===== config.mk =====
export PLATFORM = sky130hd
export DESIGN_NAME = id_regfile_scoreboard
export DESIGN_NICKNAME = d
export VERILOG_FILES = /design/src/rtl/id_regfile_scoreboard.sv
export SDC_FILE = /design/constraint.sdc
export NUM_CORES = 2
export LEC_CHECK = 0
export BUFFER_PORTS_ARGS = -buffer_cell sky130_fd_sc_hd__buf_2
export CAP_MARGIN = 25
export CORE_ASPECT_RATIO = 0.9
export CORE_MARGIN = 2
export CORE_UTILIZATION = 40
export DETAILED_ROUTE_END_ITERATION = 8
export HOLD_SLACK_MARGIN = 0.02
export PLACE_DENSITY = 0.67
export SYNTH_ARGS = -nofsm -noshare
export SYNTH_HDL_FRONTEND = slang
export SYNTH_SLANG_ARGS = --single-unit

===== constraint.sdc =====
create_clock -name clk -period 2.7 [get_ports clk]
set_input_delay 0.135 -clock clk [delete_from_list [all_inputs] [get_ports clk]]
set_output_delay 0.135 -clock clk [all_outputs]
set_load 0.05 [all_outputs]

===== src/rtl/id_regfile_scoreboard.sv =====
// Decode-stage register file with busy scoreboard, immediate extender and ID/EX output register.
// Optional write-back forwarding into decode is enabled by defining REGFILE_BYPASS_EN.
module id_regfile_scoreboard #(
  parameter int unsigned DATA_W  = 32,
  parameter int unsigned ADDR_W  = 5,
  parameter int unsigned SP_IDX  = 29,
  parameter int unsigned SP_INIT = 4000
) (
  input  logic              clk,
  input  logic              rst_n,
  input  logic [31:0]       instruction,
  input  logic              id_valid,
  input  logic              ext_zero,
  input  logic              issue_wr,
  input  logic [ADDR_W-1:0] issue_dst,
  input  logic              flush,
  input  logic              RegWrite,
  input  logic [ADDR_W-1:0] write_register,
  input  logic [DATA_W-1:0] write_data,
  output logic              stall,
  output logic              ex_valid,
  output logic [DATA_W-1:0] read_data1,
  output logic [DATA_W-1:0] read_data2,
  output logic [DATA_W-1:0] extended_bits
);

  localparam int unsigned NUM_REGS = 2 ** ADDR_W;

  logic [DATA_W-1:0]   regs [NUM_REGS];
  logic [NUM_REGS-1:0] busy;
  logic [NUM_REGS-1:0] busy_next;

  logic [ADDR_W-1:0] rs;
  logic [ADDR_W-1:0] rt;
  logic [5:0]        unused_opcode;

  logic fwd_rs;
  logic fwd_rt;
  logic fwd_dst;
  logic busy_rs;
  logic busy_rt;
  logic busy_dst;
  logic accept;
  logic wb_en;

  logic [DATA_W-1:0] operand1;
  logic [DATA_W-1:0] operand2;
  logic [DATA_W-1:0] imm_ext;

  assign rs            = ADDR_W'(instruction[25:21]);
  assign rt            = ADDR_W'(instruction[20:16]);
  assign unused_opcode = instruction[31:26];

  assign wb_en = RegWrite && (write_register != '0);

`ifdef REGFILE_BYPASS_EN
  assign fwd_rs  = wb_en && (write_register == rs);
  assign fwd_rt  = wb_en && (write_register == rt);
  assign fwd_dst = wb_en && (write_register == issue_dst);
`else
  assign fwd_rs  = 1'b0;
  assign fwd_rt  = 1'b0;
  assign fwd_dst = 1'b0;
`endif

  // A register being written back this cycle is only free when it can be forwarded.
  assign busy_rs  = (rs != '0) && busy[rs] && !fwd_rs;
  assign busy_rt  = (rt != '0) && busy[rt] && !fwd_rt;
  assign busy_dst = (issue_dst != '0) && busy[issue_dst] && !fwd_dst;

  assign stall  = id_valid && (busy_rs || busy_rt || (issue_wr && busy_dst));
  assign accept = id_valid && !stall && !flush;

  always_comb begin
    operand1 = '0;
    if (rs != '0) begin
      operand1 = fwd_rs ? write_data : regs[rs];
    end
  end

  always_comb begin
    operand2 = '0;
    if (rt != '0) begin
      operand2 = fwd_rt ? write_data : regs[rt];
    end
  end

  always_comb begin
    imm_ext       = {DATA_W{!ext_zero && instruction[15]}};
    imm_ext[15:0] = instruction[15:0];
  end

  // Clear first, then set, so a same-cycle issue to the written register stays busy.
  always_comb begin
    busy_next = busy;
    if (wb_en) begin
      busy_next[write_register] = 1'b0;
    end
    if (accept && issue_wr && (issue_dst != '0)) begin
      busy_next[issue_dst] = 1'b1;
    end
    busy_next[0] = 1'b0;
  end

  always_ff @(posedge clk or negedge rst_n) begin
    if (!rst_n) begin
      for (int unsigned i = 0; i < NUM_REGS; i++) begin
        regs[i] <= (i == SP_IDX) ? DATA_W'(SP_INIT) : '0;
      end
    end else if (wb_en) begin
      regs[write_register] <= write_data;
    end
  end

  always_ff @(posedge clk or negedge rst_n) begin
    if (!rst_n) begin
      busy <= '0;
    end else begin
      busy <= busy_next;
    end
  end

  always_ff @(posedge clk or negedge rst_n) begin
    if (!rst_n) begin
      ex_valid      <= 1'b0;
      read_data1    <= '0;
      read_data2    <= '0;
      extended_bits <= '0;
    end else begin
      ex_valid <= accept;
      if (accept) begin
        read_data1    <= operand1;
        read_data2    <= operand2;
        extended_bits <= imm_ext;
      end
    end
  end

endmodule

==> results.toml <==
[detailed_routing]
drcViolationCount = 0
drt_iter0_drc = 3364
postRouteAntennaNets = 0
vias = 35500
routed_wl_um = 175000
via_per_inst = 6.12
post_drt_wl_per_cell_um = 30.2
drt-pass1-iter-count = 5

[timing]
timing.fmax_mhz = 377
timing.hold.ws_ps = 73.2
setup_violations = 0
fin_crit_ps = 2660
fin_crit_sh_pct = 98.4
maxSlewViolCount = 0
finalHoldViolCount = 0
clock_skew_ps = 23.8
rsz0062_at_grt = "yes"
worstMarginPinSlew_ps = 1070
slew_headroom_pct = 28.7
fin_ws_ps = 44.5

[power_and_ir_drop]
switchingPower_uw = 15000
p_leak_uw = 0.0297
switching_share_pct = 28.7
seqPwrFrac_pct = 43.6
power.density_nw_per_um2 = 763
internal-power_uw = 37300
ir_drop_mv = 0.623
power_uw = 52300
power_frac_comb_pct = 23.6
clock_power_share_pct = 32.8

[critical_path]
cp_max_fo = 4
rr_endpoint = "read_data2[12]"
critPathKind = "register to primary output"
end_kind = "primary output"
r2r-start = "busy[31]"
cp.arrival_ps = 2520
crit_required_ps = 2570
cp-start-kind = "register"
critPathCapture = "stall"
regToRegSetupSlack_ps = 150
worstSetupStartpoint = "busy[7]"
reg2reg_depth = 8

[synth]
syn_inst = 3572
synth_cell_type_count = 43
ys_seq_area_share_pct = 48.2
yosys_register_bits = 1137
syn_area_sq_um = 59100
synth_area_per_cell_sq_um = 16.5
ys_warn_count = 0
syn_nets = 3653

[grt]
grt_pass1_wl_um = 260000
grt_pass1_vias = 37200
track_usage_pct = 23.3
overflow = 0
antenna_found_initial = 4
grt_max_degree = 89

[cells_and_area]
layout_common_cells = "1131 x dfrtp_1, 1057 x mux2_2, 658 x mux4_2"
fin_nets = 3820
fin_util_pct = 46.9
layout_commonest_cell = "dfrtp_1"
n_fill_cell = 12500
area_growth_pct = 16.1
drive_gt1_share_pct = 62.2

[floorplanning]
core_sq_um = 146000
die_x_um = 409
floorplan.initialDensity_pct = 40.4
num_rows = 133
dieArea_sq_um = 151000
pin_count = 179
die_h_um = 369

[clocking]
clkLatencyLatePin_ps = 740
root_buffer = "clkbuf_16"
cts_sinks = 1137
cts_tree = "yes"
h-tree-depth = 3
clk_transition_reported_paths_ps = 60
cts_buffers = 120
clockBufferDepth = 3

[placed_design]
place_ws_ps = 110
io_buffers = 172
hpwl_um = 104000
place.gp.congestion = 0.820

[job]
maxCapViolCount = 0

[outcome]
outcome = "complete, no violations"

[hold_path]
hold_class = "input pin to register"
## worst max-delay path: stages (launching register included)
cell and delay, ps:
dfrtp_1 400, mux2i_1 90, mux4_2 520, mux2i_2 220, o22ai_4 120, a31oi_1 220, buf_4 220
## metal layers
metal / vias to the layer above / global-route usage (%) / part of all wire, %
li1: 14300 / - / -
met1: 19600 / 31.7 / 42
met2: 1284 / 38.2 / 49
met3: 334 / 4.05 / 6.1
met4: 2 / 7.55 / 3.5
met5: - / 0 / 0.0040
## kinds of logic (layout without fill, tap and decap cells)
kind of cell,Yosys count,after routing,share of synthesized area [%]
AND/OR/NAND/NOR,141,141,1.17
other,0,1,0
AO/OA/AOI/OAI,97,97,1.22
buffers and inverters,422,694,3.06
flip-flops,1137,1137,48.2
multiplexers,1775,1775,46.4
## state kept, by name (all words and copies together) (netlist names)
name,count
regs,1024
read_data1,32
read_data2,32
busy,31
extended_bits,17
ex_valid,1
## cell type report
| type | instances | area (sq um) | area share, % |
|---|---|---|---|
| Multi-Input combinational cell | 2013 | 29100 | 42.4 |
| Sequential cell | 1137 | 28500 | 41.5 |
| Antenna cell | 1 | 2.50 | 0.00365 |
| Clock inverter | 49 | 533 | 0.777 |
| Clock buffer | 178 | 3570 | 5.20 |
| Timing Repair Buffer | 465 | 4480 | 6.54 |
| Inverter | 2 | 7.51 | 0.0109 |
| Tap cell | 1957 | 2450 | 3.57 |
## cells in the mapped netlist
master	instances	share of area, %
a221oi_1	1	0.015
a221oi_2	1	0.025
a22o_1	39	0.58
a22oi_1	1	0.013
a31o_2	1	0.015
a31oi_1	1	0.011
and3_1	2	0.021
and3b_1	2	0.030
buf_1	77	0.49
buf_2	70	0.59
buf_4	19	0.24
buf_6	9	0.17
clkbuf_1	245	1.6
dfrtp_1	1131	48
dfstp_2	6	0.27
inv_1	2	0.013
mux2_2	1057	20
mux2_4	18	0.46
mux2i_1	42	0.71
mux4_2	658	25
nand2_1	41	0.26
nand2b_1	3	0.032
nand3_1	6	0.051
nand3b_1	7	0.089
nand4_2	1	0.021
nor2_1	53	0.34
nor2b_1	5	0.053
nor3_1	2	0.017
nor3_2	1	0.017
nor3b_1	5	0.064
nor4_1	1	0.011
nor4b_1	2	0.030
nor4b_2	1	0.025
o21ai_0	23	0.19
o21ai_1	1	0.0085
o221ai_1	1	0.015
o22ai_1	3	0.032
o31ai_1	25	0.32
or2_2	3	0.032
or3_1	1	0.011
or3b_1	1	0.015
or3b_2	3	0.044
or4_1	1	0.013
## power by group through the flow
stage	Clock [uW]	Combinational, uW	Sequential (uW)
after floorplan	0	7910	23700
after global placement	0	12100	22800
after detailed placement	0	12300	23000
after CTS	17500	12500	22700
after global routing	18200	13100	23200
final	17100	12400	22800
## stage by stage
| stage | cells | setup TNS (ps) | instance area (sq um) |
|---|---|---|---|
| floorplan | 3572 | 0 | 59100 |
| global placement | 5507 | 0 | 63800 |
| global route | 5801 | -18.3 | 68600 |
| finish | 5802 | 0 | 68600 |
| detailed placement | 5508 | 0 | 63800 |
| CTS | 5798 | 0 | 68600 |
## worst min path at each step
stage / from / end / slack (ps) / depth (start not counted)
final: instruction[24] / read_data1[19] / 70 / 4
after global routing: instruction[24] / read_data1[19] / 80 / 4
after CTS: write_register[4] / busy[30] / 30 / 5
after detailed placement: rst_n / extended_bits[3] / 90 / 1
after global placement: rst_n / extended_bits[3] / 80 / 1
after floorplan: rst_n / busy[10] / -160 / 0
## what timing repair did
| action | CTS | global route |
|---|---|---|
| pin swaps | 3 | 3 |
| endpoints found under the hold margin | 1539 | 0 |
| gates resized for setup | 2 | 3 |
| buffers inserted | 2 | 3 |
| endpoints found under the setup margin | 1 | 1 |
| gates cloned | 0 | 0 |
| hold buffers | 61 | 0 |
(Power assumes the default switching activity.)
